## src/rtl/temp_sensor_debouncer.sv

```systemverilog
// Synchronises and debounces raw temperature-threshold bits for the alarm decoder.
// Also provides level-change pulses, a settled flag and a saturating glitch counter.
module temp_sensor_debouncer #(
  parameter int unsigned DEBOUNCE_CYCLES = 4,
  parameter int unsigned NCH             = 2,
  parameter int unsigned GLITCH_W        = 8
) (
  input  logic                clk_2,
  input  logic                reset,
  input  logic [NCH-1:0]      raw_in,
  output logic [NCH-1:0]      temp_out,
  output logic [NCH-1:0]      changed,
  output logic                settled,
  output logic [GLITCH_W-1:0] glitch_count
);

  localparam int unsigned CNT_W   = $clog2(DEBOUNCE_CYCLES);
  localparam int unsigned ABORT_W = $clog2(NCH + 1);
  localparam int unsigned SUM_W   = GLITCH_W + 1;

  localparam logic [CNT_W-1:0] CNT_LAST   = CNT_W'(DEBOUNCE_CYCLES - 1);
  localparam logic [SUM_W-1:0] GLITCH_MAX = SUM_W'((2 ** GLITCH_W) - 1);

  typedef enum logic {
    STABLE  = 1'b0,
    PENDING = 1'b1
  } state_t;

  logic [NCH-1:0]      sync1;
  logic [NCH-1:0]      sync2;
  state_t              state_q [NCH];
  state_t              state_d [NCH];
  logic [CNT_W-1:0]    cnt_q   [NCH];
  logic [CNT_W-1:0]    cnt_d   [NCH];
  logic [NCH-1:0]      temp_d;
  logic [NCH-1:0]      changed_d;
  logic                settled_d;
  logic [ABORT_W-1:0]  aborts;
  logic [SUM_W-1:0]    glitch_sum;
  logic [GLITCH_W-1:0] glitch_d;

  // State register: synchroniser chain, per-channel FSMs and registered outputs
  always_ff @(posedge clk_2) begin
    if (reset) begin
      sync1        <= '0;
      sync2        <= '0;
      temp_out     <= '0;
      changed      <= '0;
      settled      <= 1'b1;
      glitch_count <= '0;
      for (int ch = 0; ch < NCH; ch++) begin
        state_q[ch] <= STABLE;
        cnt_q[ch]   <= '0;
      end
    end else begin
      sync1        <= raw_in;
      sync2        <= sync1;
      temp_out     <= temp_d;
      changed      <= changed_d;
      settled      <= settled_d;
      glitch_count <= glitch_d;
      for (int ch = 0; ch < NCH; ch++) begin
        state_q[ch] <= state_d[ch];
        cnt_q[ch]   <= cnt_d[ch];
      end
    end
  end

  // Next-state logic: each channel follows sync2 only after it has held for DEBOUNCE_CYCLES edges
  always_comb begin
    state_d    = state_q;
    cnt_d      = cnt_q;
    temp_d     = temp_out;
    changed_d  = '0;
    settled_d  = 1'b1;
    aborts     = '0;
    glitch_sum = '0;
    glitch_d   = glitch_count;

    for (int ch = 0; ch < NCH; ch++) begin
      if (state_q[ch] == STABLE) begin
        if (sync2[ch] != temp_out[ch]) begin
          state_d[ch] = PENDING;
          cnt_d[ch]   = CNT_W'(1);
        end else begin
          cnt_d[ch] = '0;
        end
      end else begin
        if (sync2[ch] == temp_out[ch]) begin
          state_d[ch] = STABLE;
          cnt_d[ch]   = '0;
          aborts      = aborts + ABORT_W'(1);
        end else if (cnt_q[ch] == CNT_LAST) begin
          state_d[ch]   = STABLE;
          cnt_d[ch]     = '0;
          temp_d[ch]    = sync2[ch];
          changed_d[ch] = 1'b1;
        end else begin
          cnt_d[ch] = cnt_q[ch] + CNT_W'(1);
        end
      end

      if (state_d[ch] == PENDING) begin
        settled_d = 1'b0;
      end
    end

    // One extra bit of headroom lets the clamp see any overflow from simultaneous aborts
    glitch_sum = {1'b0, glitch_count} + SUM_W'(aborts);
    if (glitch_sum > GLITCH_MAX) begin
      glitch_d = GLITCH_MAX[GLITCH_W-1:0];
    end else begin
      glitch_d = glitch_sum[GLITCH_W-1:0];
    end
  end

endmodule

```

## config.mk

```make
export PLATFORM = sky130hd
export DESIGN_NAME = temp_sensor_debouncer
export DESIGN_NICKNAME = d
export VERILOG_FILES = /design/src/rtl/temp_sensor_debouncer.sv
export SDC_FILE = /design/constraint.sdc
export NUM_CORES = 1
export LEC_CHECK = 0
export ABC_AREA = 1
export BUFFER_PORTS_ARGS = -buffer_cell sky130_fd_sc_hd__buf_4
export CORE_MARGIN = 2
export CORE_UTILIZATION = 48
export DETAILED_ROUTE_END_ITERATION = 16
export PLACE_DENSITY = 0.73
export SLEW_MARGIN = 20
export SYNTH_ARGS = -nofsm -noshare
export SYNTH_HDL_FRONTEND = slang
export SYNTH_SLANG_ARGS = --single-unit
```

## constraint.sdc

```tcl
create_clock -name clk_2 -period 2 [get_ports clk_2]
set_input_delay 0.1 -clock clk_2 [delete_from_list [all_inputs] [get_ports clk_2]]
set_output_delay 0.1 -clock clk_2 [all_outputs]
set_load 0.005 [all_outputs]
```

=== Yosys cells after proc, flatten, opt, wreduce, memory -nomap -nowiden ===
Index checks and enable logic that the tools add are counted.

* Register bits: 23
* Bits in latches: 0
* RAM bits: 0
* Memory bits (read-only): 0
* Output and inout bits: 13
* Memories: 0

* Add/sub/neg operators: 4
* Multipliers: 0
* Div/mod/pow operators: 0
* $lt $le $gt $ge: 1
* Equal/unequal tests: 6
* Shift-type cells: 0
* Multiplexer cells: 25
* Bitwise gates (word level): 4
* Reductions and logical operators: 4

{| class="wikitable"
|+ Operators with widths
! cell !! count
|-
| $mux W1 || 16
|-
| $mux W2 || 8
|-
| $add A8 B2 Y9 || 1
|-
| $gt A9 B8 Y1 const B || 1
|-
| $mux W8 || 1
|-
| $add A2 B1 Y2 const B || 3
|-
| $reduce_and A3 Y1 || 2
|-
| $reduce_or A3 Y1 || 2
|-
| $eq A2 B2 Y1 const B || 2
|-
| $not A1 Y1 || 4
|-
| $eq A1 B1 Y1 || 2
|-
| $ne A1 B1 Y1 || 2
|}

=== Depth between registers and ports, before layout ===
* Depth after elaboration: 9
* Depth in mapped cells: 14

=== Worst setup path after synthesis ===
No wires, ideal clock.

* Path kind: reg2reg
* Start point: register temp_out[1]
* End point: register glitch_count[5]
* Data arrival time: 2,048 ps
* Slack: -157 ps
* Cell stages (with the launch flop): 14
* Buffers on the path: 0
* Cells stage by stage: dfxtp_1 > xor2_1 > inv_1 > ha_1 > nand2_1 > nand2_1 > ha_1 > fa_1 > nand2_2 > inv_2 > nand3_2 > nand3_1 > nand2_1 > inv_1

* Longest elaborated chain between the ends: 6

{| class="wikitable"
|+ RTL lines
! what !! line !! RTL
|-
| start: declaration || 11 || <nowiki>output logic [NCH-1:0] temp_out,</nowiki>
|-
| start signal: assignment || 58 || <nowiki>temp_out <= temp_d;</nowiki>
|-
| $eq A1 B1 Y1 (*) || 89 || <nowiki>if (sync2[ch] == temp_out[ch]) begin</nowiki>
|-
| $mux W2 (*) || 89 ||
|-
| $mux W2 (*) || 81 || <nowiki>if (state_q[ch] == STABLE) begin</nowiki>
|-
| $add A8 B2 Y9 (*) || 109 || <nowiki>glitch_sum = {1'b0, glitch_count} + SUM_W'(aborts);</nowiki>
|-
| $gt A9 B8 Y1 || 110 || <nowiki>if (glitch_sum > GLITCH_MAX) begin</nowiki>
|-
| $mux W8 (*) || 110 ||
|-
| end signal: assignment || 61 || <nowiki>glitch_count <= glitch_d;</nowiki>
|-
| end: declaration || 14 || <nowiki>output logic [GLITCH_W-1:0] glitch_count</nowiki>
|}

Every way passes the cells marked *; elsewhere a longest branch is shown, timed or not.
A chain may end at the register's enable or synchronous reset.

=== Worst setup path in the final report ===
* Start point: register sync2[0]
* End point: register glitch_count[5]

* Longest elaborated chain between the ends: 9

{| class="wikitable"
|+ RTL lines
! what !! line !! RTL
|-
| start: declaration || 30 || <nowiki>logic [NCH-1:0] sync2;</nowiki>
|-
| start signal: assignment || 57 || <nowiki>sync2 <= sync1;</nowiki>
|-
| $eq A1 B1 Y1 (*) || 89 ||
|-
| $mux W1 (*) || 89 ||
|-
| $mux W1 (*) || 81 ||
|-
| $add A2 B1 Y2 || 92 || <nowiki>aborts = aborts + ABORT_W'(1);</nowiki>
|-
| $mux W2 || 89 ||
|-
| $mux W2 (*) || 81 ||
|-
| $add A8 B2 Y9 (*) || 109 ||
|-
| $gt A9 B8 Y1 || 110 ||
|-
| $mux W8 (*) || 110 ||
|}

Marked as above.

==> flow_summary.yaml <==
timing:
  layout_min_cycle_time_ps: 2070
  drv_slew: 0
  rsz0062_at_grt: "yes"
  worst-slew-pin-transition_ps: 276
  setup_violations: 9
  max-slew-margin-rel: 0.816
  final.setup.worst_slack_ps: -67.3
  finalHoldWorstSlack_ps: 7.15
  timing.fmax_mhz: 484
  post-route-period-util: 1.03
  finalHoldViolCount: 0
  setup-tns-final_ps: -253
  clock-skew-final_ps: 3.82
synthesis:
  synth_area_in_compound_gates: 0.0584
  yosys.area.top_type: "sky130_fd_sc_hd__dfxtp_1"
  synth_xor_area_frac: 0.0267
  async_reset_ff_frac: 0
  synth_most_common_cell: "sky130_fd_sc_hd__nand2_1"
  synth.ff_latch_count: 23
  combinational_family_with_the_most_area_after_synthesis: "simple AND/OR/NAND/NOR gates"
  yosysWarnings: 0
  netlist_instances: 129
  share_of_synthesized_area_occupied_by_flip_flops_and_latches: 0.468
  yosys.area.top_type_share: 0.468
  yosys.area_share.adder: 0.0839
  synth-edff-count: 0
  synthesized_net_count: 139
  synth_commonest_cells: "sky130_fd_sc_hd__nand2_1 (26), sky130_fd_sc_hd__inv_1 (24), sky130_fd_sc_hd__dfxtp_1 (23)"
  post_synthesis_area_per_instance_sq_um: 7.63
  number_of_unique_standard_cell_types_used_by_synthesis: 19
  synth_area_leaders: "sky130_fd_sc_hd__dfxtp_1 (47%), sky130_fd_sc_hd__nand2_1 (9.9%), sky130_fd_sc_hd__inv_1 (9.1%)"
  dominantRegCellSynth: "sky130_fd_sc_hd__dfxtp_1"
  synth-simple-area-share: 0.259
  synth.cell_area_sq_um: 985
  yosys-mux-area-fraction: 0
routing:
  detail_route.first_pass.iterations: 4
  drt_drc_violations_left: 0
  routed_wirelength_um: 1990
  vias: 907
  route.detailed.vias_per_inst: 4.65
  drtIter0Drc: 11
  detail_route.wl_per_cell_um: 10.2
  route.antenna.remaining_nets: 0
clock_network:
  htreeDepth: 1
  tritoncts_num_sinks: 23
  clkTransAtPathRegs_ps: 120
  latest_clock_arrival_within_the_worst_skew_pair_ps: 320
  clock_tree.buffer_depth: 2
  cts_tree: "done"
  number_of_clock_buffers_inserted_by_tritoncts: 3
  root_buffer: "sky130_fd_sc_hd__clkbuf_4"
run_status:
  violations: "negative setup slack"
  outcome: "complete, but fails checks"
placement:
  total_half_perimeter_wirelength_after_legalization_and_detailed_placement_um: 1380
  finalWeightedCongestion: 0.867
  place.port_buffers: 16
pwr:
  static-leakage-power_nw: 0.698
  powerDensity_nw_per_um2: 544
  ir_worst_vdd_mv: 0.540
setup_path:
  worstPathRequired_ps: 2230
  critical-path-max-stage-delay_ps: 360
  critical_path.slowest_cell: "sky130_fd_sc_hd__fa_2"
  critPathCaptureType: "flip-flop"
  critical_path.top_delay_family: "adder cells"
  timing.setup.critical_path_class: "flip-flop to flip-flop"
  crit_path_start_kind: "flip-flop"
  cp_num_buf_inv: 3
  r2r_start: "sync2[0]"
  reg2reg_end: "glitch_count[5]"
  critical_path.most_common_cell: "sky130_fd_sc_hd__nand2_1"
  worst_r2r_path_depth: 14
  worstPathArrival_ps: 2300
  critPathMaxFanout: 6
  crit_path_cell_trace: "xnor2_1 > inv_1 > nor2_2 > ha_1 > nand2_1 > nand2_1 > ha_2 > fa_2 > nand2_2 > inv_2 > nand3_4 > nand3_2 > nand2_1 > inv_1"
  rrSetupSlack_ps: -70
global_routing:
  number_of_global_route_vias_before_repair: 873
  grt_first_pass_wirelength_um: 3440
  grt_antenna_before_repair: 0
  grt_overflow_total: 0
  grt.total_usage: 0.185
  grt_start_max_net_pins: 14
die:
  core_box_area_sq_um: 1940
  die_h_um: 49.3
  top_level_ports: 17
  placement_rows: 16
  start_util: 0.507
  die_area_sq_um: 2430
  chipWidth_um: 49.3
flow_run:
  maxCapViolCount: 0
min_path:
  hold_path_startpoint: "reset"
  worstHoldEndpoint: "sync2[0]"
  timing.hold.worst.class: "primary input to flip-flop"
  holdPathStages: 2
finish:
  area_delta_synth_final_pct: 37.7
  num-nets-final: 179
  post_route_cells_drive_above_1_share: 0.327
  fill_cells: 167
  insertedDiodeCount: 0
## power by group
group | switching (mW) | internal (mW) | total (mW)
logic | 0.0223 | 0.0291 | 0.0514
registers | 0.00502 | 0.467 | 0.472
clock network | 0.140 | 0.0750 | 0.215
## worst register-to-register path, stage by stage (launching register included)
cell and delay, ps:
sky130_fd_sc_hd__dfxtp_2 340, sky130_fd_sc_hd__xnor2_1 140, sky130_fd_sc_hd__inv_1 80, sky130_fd_sc_hd__nor2_2 110, sky130_fd_sc_hd__ha_1 240, sky130_fd_sc_hd__nand2_1 60
sky130_fd_sc_hd__nand2_1 50, sky130_fd_sc_hd__ha_2 180, sky130_fd_sc_hd__fa_2 360, sky130_fd_sc_hd__nand2_2 80, sky130_fd_sc_hd__inv_2 60, sky130_fd_sc_hd__nand3_4 110
sky130_fd_sc_hd__nand3_2 70, sky130_fd_sc_hd__nand2_1 60, sky130_fd_sc_hd__inv_1 30
## per-layer routing
layer	GRT usage	routed length [um]	part of all wire
met2	0.347	1050	0.53
met4	0.0905	38	0.019
met3	0.0368	62	0.031
met5	0	0	0
met1	0.193	836	0.42
## layout make-up
class	instances	area (sq um)	share of cell area
flip-flops and latches	23	464	0.342
clock inverters	1	5.00	0.00369
repair buffers	36	275	0.203
inverters	26	97.6	0.0720
well taps	27	33.8	0.0249
multi-input cells	79	458	0.338
clock buffers	3	22.5	0.0166
## cells by family (layout without fill, tap and decap cells)
group | Yosys count | in the layout
flops | 23 | 23
fa+ha+maj | 6 | 6
compound gates | 11 | 11
xor+xnor | 3 | 3
buf+inv | 27 | 66
simple gates | 59 | 59
## sequential cells by signal, summed over array words and instances (netlist names)
register	flops
cnt_q	4
settled	1
sync1	2
state_q	2
glitch_count	8
temp_out	2
changed	2
sync2	2
## placed cells by master, fill, tap and decap left out
cell type,Yosys,final
sky130_fd_sc_hd__buf_4,0,34
sky130_fd_sc_hd__nand2_1,26,26
sky130_fd_sc_hd__inv_1,24,24
sky130_fd_sc_hd__dfxtp_1,23,20
sky130_fd_sc_hd__nor2_1,17,16
sky130_fd_sc_hd__a21oi_1,8,8
sky130_fd_sc_hd__nand3_1,9,7
sky130_fd_sc_hd__ha_1,5,4
sky130_fd_sc_hd__nand2_2,3,3
sky130_fd_sc_hd__clkbuf_4,0,3
sky130_fd_sc_hd__dfxtp_2,0,3
sky130_fd_sc_hd__xnor2_1,2,2
sky130_fd_sc_hd__nor3_1,2,2
sky130_fd_sc_hd__inv_2,2,2
sky130_fd_sc_hd__nand3_2,1,2
sky130_fd_sc_hd__dlygate4sd3_1,0,2
sky130_fd_sc_hd__nor2_2,0,1
sky130_fd_sc_hd__xor2_2,0,1
sky130_fd_sc_hd__o21ai_0,1,1
sky130_fd_sc_hd__nor3_2,1,1
sky130_fd_sc_hd__nand3_4,0,1
sky130_fd_sc_hd__o21ai_2,0,1
sky130_fd_sc_hd__o21bai_1,1,1
sky130_fd_sc_hd__fa_2,0,1
sky130_fd_sc_hd__ha_2,0,1
sky130_fd_sc_hd__clkinv_2,0,1
## per-stage QoR
stage | instance area, sq um | total power [mW] | std cells | setup WS, ps | utilization
after floorplan | 1020 | 0.502 | 129 | -29.7 | -
after CTS | 1350 | 0.745 | 195 | -65.8 | 0.697
after detailed placement | 1220 | 0.519 | 178 | -158 | 0.628
final | 1360 | 0.738 | 195 | -67.3 | 0.698
after global routing | 1360 | 0.766 | 195 | -204 | 0.698
after global placement | 1220 | 0.518 | 178 | -73.0 | 0.628
## what timing repair did
item / in CTS / in global routing
hold buffers: 2 / 0
hold endpoints to repair: 2 / 0
endpoints found under the setup margin: 8 / 13
resized for setup: 2 / 1
buffers inserted: 11 / 0
pin swaps: 4 / 1
## how the worst max path moves through the flow
stage	start	end	slack [ps]	cells after the start
6_report	sync2[0]	glitch_count[5]	-70	14
5_1_grt	sync2[0]	glitch_count[5]	-200	14
4_1_cts	sync2[0]	glitch_count[5]	-70	14
3_5_place_dp	sync2[0]	glitch_count[5]	-160	14
3_3_place_gp	sync2[0]	glitch_count[5]	-70	14
2_1_floorplan	temp_out[0]	glitch_count[3]	-30	14
Note: power is estimated with default switching activity, not from simulation.
